### config.mk
export PLATFORM = sky130hd
export DESIGN_NAME = wb_arbiter_2m
export DESIGN_NICKNAME = d
export VERILOG_FILES = /design/src/rtl/wb_arbiter_2m.sv
export SDC_FILE = /design/constraint.sdc
export NUM_CORES = 1
export LEC_CHECK = 0
export CAP_MARGIN = 20
export CORE_UTILIZATION = 27
export DETAILED_ROUTE_END_ITERATION = 10
export PLACE_DENSITY = 0.84
export SKIP_LAST_GASP = 1
export SLEW_MARGIN = 20
export SYNTH_ARGS = -nofsm -noshare
export SYNTH_HDL_FRONTEND = slang
export SYNTH_SLANG_ARGS = --single-unit
### constraint.sdc
create_clock -name wb_clk_i -period 2 [get_ports wb_clk_i]
set_clock_uncertainty 0.1 [all_clocks]
set_input_delay 0.3 -clock wb_clk_i [delete_from_list [all_inputs] [get_ports wb_clk_i]]
set_output_delay 0.3 -clock wb_clk_i [all_outputs]
set_load 0.02 [all_outputs]
### src/rtl/wb_arbiter_2m.sv
`default_nettype none
// ============================================================================
//  Module      : wb_arbiter_2m
//  Description : Two-master round-robin Wishbone arbiter for the 8-bit
//                register bus. Optional stuck-slave watchdog is built when
//                WB_ARBITER_TIMEOUT_EN is defined (adds to_flag_o).
//  Revision    : 1.0 - initial release
// ============================================================================
module wb_arbiter_2m #(
   parameter int ADR_W          = 3,
   parameter int TIMEOUT_CYCLES = 15
) (
   input  logic             wb_clk_i,
   input  logic             wb_rst_n_i,

   input  logic             m0_cyc_i,
   input  logic             m0_stb_i,
   input  logic             m0_we_i,
   input  logic [ADR_W-1:0] m0_adr_i,
   input  logic [7:0]       m0_dat_i,
   output logic [7:0]       m0_dat_o,
   output logic             m0_ack_o,

   input  logic             m1_cyc_i,
   input  logic             m1_stb_i,
   input  logic             m1_we_i,
   input  logic [ADR_W-1:0] m1_adr_i,
   input  logic [7:0]       m1_dat_i,
   output logic [7:0]       m1_dat_o,
   output logic             m1_ack_o,

   output logic             s_cyc_o,
   output logic             s_stb_o,
   output logic             s_we_o,
   output logic [ADR_W-1:0] s_adr_o,
   output logic [7:0]       s_dat_o,
   input  logic [7:0]       s_dat_i,
   input  logic             s_ack_i,

`ifdef WB_ARBITER_TIMEOUT_EN
   output logic             to_flag_o,
`endif
   output logic [1:0]       gnt_o
);

   // State encoding doubles as the one-hot grant vector
   typedef enum logic [1:0] {
      ST_IDLE = 2'b00,
      ST_GNT0 = 2'b01,
      ST_GNT1 = 2'b10
   } state_t;

   generate
      if (TIMEOUT_CYCLES < 2 || TIMEOUT_CYCLES > 255) begin : g_bad_timeout
         $error("wb_arbiter_2m: TIMEOUT_CYCLES must be in 2..255");
      end
   endgenerate

   logic [1:0]       r_rst_sync;
   logic             w_rst_n;
   state_t           r_state;
   state_t           w_next_state;
   logic             r_last_gnt;
   logic             w_granted;
   logic             w_release;
   logic             w_m_cyc;
   logic             w_m_stb;
   logic             w_m_we;
   logic [ADR_W-1:0] w_m_adr;
   logic [7:0]       w_m_dat;
   logic             w_s_stb;
   logic             w_ack;
   logic [7:0]       w_rdat;
   logic             w_to_hit;
   logic             w_to_block;

   // Assert asynchronously, release two clocks after the pin goes high
   always_ff @(posedge wb_clk_i or negedge wb_rst_n_i) begin
      if (!wb_rst_n_i) r_rst_sync <= 2'b00;
      else             r_rst_sync <= {r_rst_sync[0], 1'b1};
   end
   assign w_rst_n = r_rst_sync[1];

   assign w_granted = (r_state != ST_IDLE);
   assign w_release = ((r_state == ST_GNT0) && !m0_cyc_i) ||
                      ((r_state == ST_GNT1) && !m1_cyc_i);

   always_ff @(posedge wb_clk_i or negedge w_rst_n) begin
      if (!w_rst_n) begin
         r_state    <= ST_IDLE;
         r_last_gnt <= 1'b1;
      end else begin
         r_state <= w_next_state;
         if (w_release) r_last_gnt <= (r_state == ST_GNT1);
      end
   end

   always_comb begin
      w_next_state = r_state;
      case (r_state)
         ST_IDLE: begin
            if (m0_cyc_i && m1_cyc_i) w_next_state = r_last_gnt ? ST_GNT0 : ST_GNT1;
            else if (m0_cyc_i)        w_next_state = ST_GNT0;
            else if (m1_cyc_i)        w_next_state = ST_GNT1;
         end
         ST_GNT0: if (!m0_cyc_i) w_next_state = ST_IDLE;
         ST_GNT1: if (!m1_cyc_i) w_next_state = ST_IDLE;
         default: w_next_state = ST_IDLE;
      endcase
   end

   always_comb begin
      w_m_cyc = 1'b0;
      w_m_stb = 1'b0;
      w_m_we  = 1'b0;
      w_m_adr = '0;
      w_m_dat = 8'h00;
      case (r_state)
         ST_GNT0: begin
            w_m_cyc = m0_cyc_i;
            w_m_stb = m0_stb_i;
            w_m_we  = m0_we_i;
            w_m_adr = m0_adr_i;
            w_m_dat = m0_dat_i;
         end
         ST_GNT1: begin
            w_m_cyc = m1_cyc_i;
            w_m_stb = m1_stb_i;
            w_m_we  = m1_we_i;
            w_m_adr = m1_adr_i;
            w_m_dat = m1_dat_i;
         end
         default: ;
      endcase
   end

`ifdef WB_ARBITER_TIMEOUT_EN
   localparam logic [7:0] c_to_last = 8'(TIMEOUT_CYCLES - 1);

   logic [7:0] r_to_cnt;
   logic       r_to_block;
   logic       r_to_flag;

   // Counter holds the number of unacked strobe cycles already elapsed
   assign w_to_hit = w_granted && w_m_stb && !s_ack_i && (r_to_cnt == c_to_last);

   always_ff @(posedge wb_clk_i or negedge w_rst_n) begin
      if (!w_rst_n) begin
         r_to_cnt   <= 8'd0;
         r_to_block <= 1'b0;
         r_to_flag  <= 1'b0;
      end else begin
         if (!w_granted || !w_m_stb || s_ack_i || w_to_hit || w_release)
            r_to_cnt <= 8'd0;
         else
            r_to_cnt <= r_to_cnt + 8'd1;
         r_to_block <= w_to_hit;
         if (w_to_hit) r_to_flag <= 1'b1;
      end
   end

   assign w_to_block = r_to_block;
   assign to_flag_o  = r_to_flag;
`else
   assign w_to_hit   = 1'b0;
   assign w_to_block = 1'b0;
`endif

   assign w_s_stb = w_m_stb && !w_to_hit;
   assign w_ack   = w_to_hit || (s_ack_i && w_s_stb && !w_to_block);
   assign w_rdat  = w_to_hit ? 8'hFF : s_dat_i;

   assign s_cyc_o = w_m_cyc;
   assign s_stb_o = w_s_stb;
   assign s_we_o  = w_m_we;
   assign s_adr_o = w_m_adr;
   assign s_dat_o = w_m_dat;

   assign m0_ack_o = (r_state == ST_GNT0) && w_ack;
   assign m1_ack_o = (r_state == ST_GNT1) && w_ack;
   assign m0_dat_o = (r_state == ST_GNT0) ? w_rdat : 8'h00;
   assign m1_dat_o = (r_state == ST_GNT1) ? w_rdat : 8'h00;

   assign gnt_o = r_state;

endmodule
`default_nettype wire

==> out/metrics.yaml <==
coreArea_mm2: 0.00198
cts_tree: "built"
cp_max_fo: 5
routed_wirelength_um: 2520
syn_nets: 118
register_area_um2: 126
rsz0062_at_grt: "true"
route.met2.wl_um: 1320
fillers: 152
dpl.cell_count: 182
leakage_nw: 0.652
yosysUniqueCellTypes: 19
worstSetupPathType: "reg2out"
critPathBufInv: 3
multi_input_area_um2: 478
gp_congestion: 0.776
htreeDepth: 1
worstSetupEndpointType: "primary output"
ant_nets: 0
dr.pass1.iters: 4
vias: 911
place_hpwl_um: 1960
grt_pass1_wl_um: 3380
cts.clk_slew.worst_paths_ns: 0.05
die_h_um: 48.3
dr_wl_met3_um: 194
power.density_mw_per_mm2: 1130
port_buffers: 72
wl_met1_um: 942
rows: 16
initial_utilization_pct: 29.2
syn_avg_cell_area_um2: 7.61
ir_worst_vdd_uv: 870
drive_gt1_share_pct: 32.9
clock-sinks: 5
io_pins: 73
hold_class: "reg2async"
drt_iter0_drc: 10
slew_violations: 0
grt_usage_pct: 20.9
grt_pass1_vias: 842
grt_max_degree: 14
start_kind: "flip-flop"
hold_viol: 0
fmax_mhz: 507
synth_cells: 76
cts_buffers: 3
layout.cells.non_filler: 191
n_antenna_cell: 0
grt_antenna_before_repair: 0
crit_arrival_ns: 1.57
nNetsFinal: 207
status: "complete, no violations"
worstPathRequired_ns: 1.60
postSynthRegisterBits: 5
via_per_inst: 4.77
whs_ns: 0.0852
drc: 0
crit_family: "flip-flops"
grt_overflow: 0
die-area_mm2: 0.00233
wl_per_cell_um: 13.2
netlist_area_um2: 578
cp_slowest_stage_delay_ns: 0.40
cap_violations: 0
fin_crit_sh_pct: 98.6
yosys_warnings: 0
area_delta_synth_final_pct: 147
setup_violations: 0
clk_latency_ns: 0.24
fin_crit_ns: 1.97
top_layer: "met4"
cts_max_path_buffers: 2
cts_root_buf: "clkbuf_4"
slowest_stage: "dfrtp_1"
ys_seq_area_share_pct: 21.9
die_x_um: 48.3
crit_chain: "buf_6, ha_4, buf_6, a22o_1, and2_4, buf_6"
cpMostUsedCell: "buf_6"
-- flip-flops by register name, summed over array words and instances (netlist names) --
signal,flops
r_rst_sync,2
r_last_gnt,1
gnt_o,2
-- repair_timing --
action                                 in CTS  in global routing
endpoints found under the hold margin       2                  0
setup endpoints to repair                  32                 31
resized for setup                          71                 47
pin swaps                                   0                  2
setup buffers                               2                  1
gates cloned                                0                  1
hold buffers                                1                  0
-- path summary, 6_finish.rpt --
| path | start | to | slack, ns | cells after the start |
|---|---|---|---|---|
| worst max-delay path | gnt_o[0] | s_cyc_o | 0.03 | 6 |
| worst min-delay path | r_rst_sync[1] | r_last_gnt | 0.09 | 0 |
| worst max register to register | gnt_o[0] | gnt_o[0] | 0.15 | 7 |
| worst min register to register | r_rst_sync[1] | r_last_gnt | 0.09 | 0 |
| max in group asynchronous | r_rst_sync[1] | gnt_o[0] | 1.19 | 1 |
| min in group wb_clk_i | r_rst_sync[0] | r_rst_sync[1] | 0.25 | 0 |
-- logic make-up (layout without fill, tap and decap cells) --
kind of cell,after synthesis,count (layout),synth area share (%)
compound gates,19,19,24.0
flops,5,5,21.9
fa+ha+maj,3,3,6.49
simple gates,39,39,40.7
other cells,1,1,0.649
buf+inv,9,97,6.28
-- worst register-to-register path: stages, from the launching register on --
cell and delay, ns:
dfrtp_1 0.40, buf_6 0.14, ha_4 0.17, buf_6 0.13
a22o_1 0.24, buf_4 0.14, or3_1 0.35, o311ai_1 0.09
-- where the power goes --
part           internal [mW]  switching [mW]
Clock                 0.0754          0.0412
Sequential             0.139          0.0193
Combinational          0.661           0.678
-- metrics by stage --
step / utilization, % / setup TNS, ns / total power [mW] / worst slack, ns / instance area (µm²)
3_5_place_dp: 70.8 / -2.84 / 1.46 / -0.171 / 1400
3_3_place_gp: 70.8 / -1.92 / 1.43 / -0.137 / 1400
5_1_grt: 72.0 / -0.0486 / 1.74 / -0.0234 / 1430
2_1_floorplan: - / 0 / 0.833 / 0.113 / 581
6_report: 72.0 / 0 / 1.61 / 0.0290 / 1430
4_1_cts: 74.9 / -0.215 / 1.59 / -0.0857 / 1480
-- cells in the mapped netlist, drive strengths merged --
library cell,instances,area share (%)
a22oi,13,17
and2,17,18
nor2b,14,15
nand2,3,1.9
and3,2,2.2
buf,2,1.7
inv,4,2.6
or3,1,1.1
clkbuf,3,1.9
o311ai,1,1.5
nand3,1,0.86
dfrtp,4,17
ha,3,6.5
conb,1,0.65
dfstp,1,4.5
nand2b,1,1.1
o21ai,2,1.7
a21oi,1,0.86
a22o,2,3.0
-- cells in the final DEF (no fill, tap or decap), types with 2 or more instances in the layout --
cell | netlist | final
clkdlybuf4s50_1 | 0 | 40
and2_1 | 17 | 16
buf_2 | 2 | 14
nor2b_1 | 14 | 13
buf_4 | 0 | 11
clkbuf_2 | 0 | 10
a22oi_1 | 13 | 9
clkdlybuf4s15_1 | 0 | 7
buf_6 | 0 | 5
a22oi_2 | 0 | 4
dfrtp_1 | 4 | 4
inv_1 | 4 | 3
nand2_1 | 3 | 3
ha_4 | 0 | 3
clkbuf_4 | 0 | 3
a22o_1 | 2 | 2
and3_1 | 2 | 2
o21ai_0 | 2 | 2
-- per-layer routing --
layer	vias to the layer above	GRT usage [%]
met3	6	6.67
met2	50	37.6
met4	0	6.11
li1	438	-
met1	417	23.3
met5	-	0
-- layout make-up --
class / count / share of cell area (%)
repair buffers: 89 / 52.4
flip-flops and latches: 5 / 8.85
multi-input cells: 62 / 33.5
clock buffers: 4 / 1.84
well taps: 27 / 2.37
inverters: 4 / 1.05
(Power assumes the default switching activity.)
